## src/rtl/voting_pkg.sv

```systemverilog
// Shared types and sizing for the 16-voter / 4-candidate voting datapath.
// The ballot typedef is also imported by the downstream winner stage.
package voting_pkg;

  localparam int N_VOTERS = 16;
  localparam int CAND_W   = 2;
  localparam int ID_W     = $clog2(N_VOTERS);
  localparam int COUNT_W  = ID_W + 1;
  localparam int BALLOT_W = N_VOTERS * CAND_W;

  typedef enum logic {
    COLLECT = 1'b0,
    PRESENT = 1'b1
  } state_e;

  typedef logic [BALLOT_W-1:0] ballot_t;
  typedef logic [N_VOTERS-1:0] mask_t;
  typedef logic [COUNT_W-1:0]  count_t;
  typedef logic [ID_W-1:0]     id_t;
  typedef logic [CAND_W-1:0]   cand_t;

  // Field of voter i inside a packed ballot; voter i sits at [2i+1:2i].
  function automatic cand_t ballot_field(input ballot_t b, input id_t i);
    return b[int'(i)*CAND_W +: CAND_W];
  endfunction

endpackage

```

## src/rtl/voting_ballot_collector_if.sv

```systemverilog
// Vote stream in, held ballot out: all handshake and data signals of the collector.
// The collector uses the slave modport; the upstream/downstream side uses master.
interface voting_ballot_collector_if;
  import voting_pkg::*;

  logic    vote_valid;
  logic    vote_ready;
  id_t     vote_id;
  cand_t   vote_cand;
  logic    close;
  logic    ballot_valid;
  logic    ballot_ready;
  ballot_t ballot;
  mask_t   voted_mask;
  count_t  vote_count;
  logic    dup_err;

  modport master (
    output vote_valid, vote_id, vote_cand, close, ballot_ready,
    input  vote_ready, ballot_valid, ballot, voted_mask, vote_count, dup_err
  );

  modport slave (
    input  vote_valid, vote_id, vote_cand, close, ballot_ready,
    output vote_ready, ballot_valid, ballot, voted_mask, vote_count, dup_err
  );

endinterface

```

## src/rtl/voting_ballot_collector.sv

```systemverilog
// Collects one vote per cycle, rejects repeat voters, and presents the packed
// ballot (held stable) once everyone has voted or an early close arrives.
module voting_ballot_collector
  import voting_pkg::*;
(
  input logic                      clk,
  input logic                      rst,
  voting_ballot_collector_if.slave bus
);

  state_e  state_q, state_d;
  ballot_t ballot_q, ballot_d;
  mask_t   voted_mask_q, voted_mask_d;
  count_t  vote_count_q, vote_count_d;
  logic    ballot_valid_q, ballot_valid_d;
  logic    dup_err_q, dup_err_d;

  logic    offer;
  logic    is_dup;
  logic    accept;
  mask_t   id_onehot;

  // vote_ready depends on state only, so upstream never sees a combinational loop.
  assign offer  = bus.vote_valid && (state_q == COLLECT);
  assign is_dup = offer && voted_mask_q[bus.vote_id];
  assign accept = offer && !is_dup;

  always_comb begin
    id_onehot              = '0;
    id_onehot[bus.vote_id] = 1'b1;
  end

  always_comb begin
    // NOTE: every next-state signal takes its hold value first, so no path can infer a latch.
    state_d      = state_q;
    ballot_d     = ballot_q;
    voted_mask_d = voted_mask_q;
    vote_count_d = vote_count_q;
    dup_err_d    = 1'b0;

    case (state_q)
      COLLECT: begin
        dup_err_d = is_dup;
        if (accept) begin
          for (int i = 0; i < N_VOTERS; i++) begin
            if (id_onehot[i]) ballot_d[i*CAND_W +: CAND_W] = bus.vote_cand;
          end
          voted_mask_d = voted_mask_q | id_onehot;
          vote_count_d = vote_count_q + count_t'(1);
        end
        // A vote coinciding with close is still recorded before the ballot freezes.
        if ((accept && vote_count_q == count_t'(N_VOTERS - 1)) || bus.close) begin
          state_d = PRESENT;
        end
      end
      PRESENT: begin
        if (bus.ballot_ready) begin
          state_d      = COLLECT;
          ballot_d     = '0;
          voted_mask_d = '0;
          vote_count_d = '0;
        end
      end
      default: state_d = COLLECT;
    endcase

    ballot_valid_d = (state_d == PRESENT);
  end

  // NOTE: sequential state uses non-blocking assignments so all flops update from the same pre-edge values.
  always_ff @(posedge clk or posedge rst) begin
    if (rst) begin
      state_q        <= COLLECT;
      ballot_q       <= '0;
      voted_mask_q   <= '0;
      vote_count_q   <= '0;
      ballot_valid_q <= 1'b0;
      dup_err_q      <= 1'b0;
    end else begin
      state_q        <= state_d;
      ballot_q       <= ballot_d;
      voted_mask_q   <= voted_mask_d;
      vote_count_q   <= vote_count_d;
      ballot_valid_q <= ballot_valid_d;
      dup_err_q      <= dup_err_d;
    end
  end

  assign bus.vote_ready   = (state_q == COLLECT);
  assign bus.ballot_valid = ballot_valid_q;
  assign bus.ballot       = ballot_q;
  assign bus.voted_mask   = voted_mask_q;
  assign bus.vote_count   = vote_count_q;
  assign bus.dup_err      = dup_err_q;

endmodule

```

## src/flat_wrapper.sv

```systemverilog
// flat-port wrapper written by rule: the top's interface ports become plain ports
module voting_ballot_collector_flat import voting_pkg::*;
  (clk, rst, bus_vote_valid, bus_vote_id, bus_vote_cand, bus_close, bus_ballot_ready, bus_vote_ready, bus_ballot_valid, bus_ballot, bus_voted_mask, bus_vote_count, bus_dup_err);
  voting_ballot_collector_if bus_i ();
  input logic clk;
  input logic rst;
  input wire logic [$bits(bus_i.vote_valid)-1:0] bus_vote_valid;
  input wire logic [$bits(bus_i.vote_id)-1:0] bus_vote_id;
  input wire logic [$bits(bus_i.vote_cand)-1:0] bus_vote_cand;
  input wire logic [$bits(bus_i.close)-1:0] bus_close;
  input wire logic [$bits(bus_i.ballot_ready)-1:0] bus_ballot_ready;
  output wire logic [$bits(bus_i.vote_ready)-1:0] bus_vote_ready;
  output wire logic [$bits(bus_i.ballot_valid)-1:0] bus_ballot_valid;
  output wire logic [$bits(bus_i.ballot)-1:0] bus_ballot;
  output wire logic [$bits(bus_i.voted_mask)-1:0] bus_voted_mask;
  output wire logic [$bits(bus_i.vote_count)-1:0] bus_vote_count;
  output wire logic [$bits(bus_i.dup_err)-1:0] bus_dup_err;
  assign bus_i.vote_valid = bus_vote_valid;
  assign bus_i.vote_id = bus_vote_id;
  assign bus_i.vote_cand = bus_vote_cand;
  assign bus_i.close = bus_close;
  assign bus_i.ballot_ready = bus_ballot_ready;
  assign bus_vote_ready = bus_i.vote_ready;
  assign bus_ballot_valid = bus_i.ballot_valid;
  assign bus_ballot = bus_i.ballot;
  assign bus_voted_mask = bus_i.voted_mask;
  assign bus_vote_count = bus_i.vote_count;
  assign bus_dup_err = bus_i.dup_err;
  voting_ballot_collector u_core (.clk(clk), .rst(rst), .bus(bus_i));
endmodule
```

## config.mk

```make
export PLATFORM = sky130hd
export DESIGN_NAME = voting_ballot_collector_flat
export DESIGN_NICKNAME = d
export VERILOG_FILES = /design/src/rtl/voting_pkg.sv /design/src/rtl/voting_ballot_collector_if.sv /design/src/rtl/voting_ballot_collector.sv /design/src/flat_wrapper.sv
export SDC_FILE = /design/constraint.sdc
export NUM_CORES = 1
export LEC_CHECK = 0
export CAP_MARGIN = 20
export CORE_ASPECT_RATIO = 0.5
export CORE_MARGIN = 2
export CORE_UTILIZATION = 37
export CTS_CLUSTER_DIAMETER = 100
export DETAILED_ROUTE_END_ITERATION = 8
export PLACE_DENSITY = 0.66
export SLEW_MARGIN = 0
export SYNTH_ARGS = -nofsm -noshare
export SYNTH_HDL_FRONTEND = slang
export SYNTH_SLANG_ARGS = --single-unit
```

## constraint.sdc

```tcl
create_clock -name clk -period 1.7 [get_ports clk]
set_clock_uncertainty 0.1 [all_clocks]
set_input_delay 0.34 -clock clk [delete_from_list [all_inputs] [get_ports clk]]
set_output_delay 0.34 -clock clk [all_outputs]
set_load 0.005 [all_outputs]
```

==> summary.md <==
| Metric | Value |
|---|---|
| Outcome | `finished with violations` |
| Failing checks | `negative setup slack` |
| Core area | `6750 um^2` |
| Tmin final | `1.77 ns` |
| Cell Int Power | `2.31 mW` |
| Net Sw Power | `0.794 mW` |
| Total track usage | `0.185` |
| Drt pass-1 iters | `4` |
| Gpl congestion | `0.819` |
| Setup WS post-layout | `-0.0748 ns` |
| DIE AREA | `7780 um^2` |
| Die Ht | `63.4 um` |
| Period utilization | `1.04` |
| Mapped Area | `2610 um^2` |
| Final Hold Vio Count | `0` |
| Port bufs | `66` |
| Htree depth | `2` |
| R2R setup slack | `-0.07 ns` |
| Synthesis-to-layout area growth | `57.5%` |
| Logic pwr share | `0.181` |
| I/O pin cnt | `67` |
| CP max FO | `5` |
| Vias/cell | `4.90` |
| CTS root buffer | `clkbuf_16` |
| Yosys top cell area share | `0.528` |
| Worst EP arrival | `1.88 ns` |
| Diode count | `0` |
| Number of endpoints failing setup at the final stage | `37` |
| Syn avg cell area | `11.6 um^2` |
| Max Transition Viols Final | `0` |
| Register area share after synthesis | `0.528` |
| CP Launch Type | `flop` |
| Ranking of synthesized cells by area | `dfrtp_1 53%, mux2i_1 14%, nand2_1 6.8%, nor4_4 3.3%, or3_4 2.2%` |
| Final Core Density | `0.608` |
| First-pass GRT wire length | `11.2 mm` |
| Most common cell after layout, fill and taps aside | `dfrtp_1` |
| Routed Antenna Nets | `0` |
| Most frequent cells in the layout | `55 x dfrtp_1, 45 x nand2_1, 43 x clkdlybuf4s50_1` |
| #FFs+latches synth | `55` |
| WL final | `6.82 mm` |
| Design area | `4110 um^2` |
| Worst slew pin tran | `0.434 ns` |
| Die X-Extent | `123 um` |
| Synth Flop Type | `dfrtp_1` |
| Row count | `21` |
| Post-DP Area | `3680 um^2` |
| Mapped Cells | `225` |
| Fmax | `563 MHz` |
| Maximum vdd drop | `0.444 mV` |
| Ys async rst share | `1.00` |
| GRT overflow | `0` |
| Yosys top cell by area | `dfrtp_1` |
| Hold buffers post-CTS | `0` |
| Pwr/cell area | `757 nW/um^2` |
| CP endpoint kind | `flop` |
| TritonCTS Buffers | `5` |
| Yosys cell types | `30` |
| First-iteration detailed-routing DRC count | `65` |
| CTS sink cnt | `55` |
| Power share of the clock group | `0.373` |
| DR vias | `2,104` |
| Final hold slack | `0.359 ns` |
| Clk Latency, worst-skew pair | `0.29 ns` |
| Initial antenna violation count | `0` |
| Vias in the first global route | `2,210` |
| DP HPWL | `4.69 mm` |
| CTS tree | `done` |
| Worst-case clock buffer depth | `2` |
| Setup Crit Path Kind | `reg2reg` |
| Hold Crit Class | `in2async` |
| CTS clock-pin slew for the worst setup and hold paths | `0.07 ns` |
| WP data required | `1.81 ns` |
| Sequential power share | `0.446` |
| Sw frac | `0.255` |
| Post-route DRC violation count | `0` |
| Largest net degree at the start of global routing | `56` |
| Share of layout cells above drive strength 1 | `0.309` |
| Synth Warn # | `0` |
| Post-Syn Nets | `238` |
| Max transition margin | `0.710` |
| LEAKAGE | `2.13 nW` |
| RSZ-0062 raised after global routing | `yes` |
| Max cap viols | `0` |
| Wire per inst | `15.9 um` |
| Initial core utilization | `0.386` |
| EDFF count, synth | `0` |
| # nets final | `349` |
[cell families after synthesis]
family / synth area share
and+or+nand+nor: 0.176
DFF: 0.528
muxes: 0.179
AOI/OAI and AO/OA: 0.0719
buffers and inverters: 0.0360
adders and majority gates: 0.00959
[path summary, 6_finish.rpt]
kind                                                      startpoint                                    to  cells past startpoint
min in group clk                u_core.bus.vote_count[3]$_DFFE_PP0P_  u_core.bus.vote_count[3]$_DFFE_PP0P_                      1
worst min register to register  u_core.bus.vote_count[3]$_DFFE_PP0P_  u_core.bus.vote_count[3]$_DFFE_PP0P_                      1
worst max register to register  u_core.bus.voted_mask[4]$_DFFE_PP0P_      u_core.bus.ballot[7]$_DFFE_PP0P_                      5
worst min-delay path                                             rst  u_core.bus.voted_mask[0]$_DFFE_PP0P_                      3
max in group asynchronous                                        rst  u_core.bus.voted_mask[6]$_DFFE_PP0P_                      3
worst max-delay path            u_core.bus.voted_mask[4]$_DFFE_PP0P_      u_core.bus.ballot[7]$_DFFE_PP0P_                      5
[sequential cells by signal, indices dropped and copies added, names as in the netlist]
signal                 flops
u_core.bus.vote_count      5
u_core.bus.ballot         32
u_core.state_q             1
u_core.bus.voted_mask     16
u_core.bus.dup_err         1
[stage by stage]
stage	total power [mW]	setup TNS, ns	cells	setup WS [ns]
after floorplan	1.65	-2.08	225	-0.102
after global placement	1.90	-40.01	409	-0.903
after detailed placement	1.91	-41.26	409	-0.955
after CTS	3.13	-1.38	427	-0.129
after global routing	3.22	-4.11	429	-0.140
final	3.11	-1.30	429	-0.0748
[repair_timing]
action | in CTS | in global routing
hold endpoints to repair | 0 | 0
gates resized for setup | 36 | 19
buffers inserted | 9 | 2
pin swaps | 15 | 5
setup endpoints to repair | 62 | 63
cloned | 1 | 0
[layer usage]
layer	vias to the layer above	global-route usage	share of wire	wire length [um]
li1	992	-	-	-
met1	1056	0.250	0.47	3190
met2	46	0.309	0.48	3290
met3	10	0.0408	0.036	243
met4	0	0.0302	0.015	102
met5	-	0	0	0
[critical path, stage by stage, from the launching register on]
cell and delay, ns:
dfrtp_1 0.39, mux2_4 0.28, o22ai_4 0.24, o21bai_4 0.18, nor3_4 0.26, mux2i_1 0.24
[synthesized netlist by cell type, drive strengths merged (2+ instances only)]
cell type,number
mux2,8
o22ai,4
and3,2
or2,2
buf,2
clkbuf,8
ha,2
inv,11
a21o,4
o21a,4
or3,8
a21oi,10
nand2,47
nand2b,5
nor4,4
mux2i,37
dfrtp,55
nor3,4
[cell type report]
cell class / count / area [um^2]
clock buffer: 5 / 125
clock inverter: 3 / 43.8
fill: 544 / 2650
inverter: 11 / 45.0
multi-input combinational: 150 / 1320
sequential: 55 / 1380
tap: 92 / 115
timing repair buffer: 113 / 1090
[power by group through the flow]
stage | clock network, mW | logic, mW | registers (mW)
floorplan | 0 | 0.238 | 1.41
global placement | 0 | 0.489 | 1.41
detailed placement | 0 | 0.504 | 1.41
CTS | 1.18 | 0.559 | 1.38
global route | 1.22 | 0.606 | 1.39
finish | 1.16 | 0.564 | 1.39
Power figures use the tool's default switching activity.
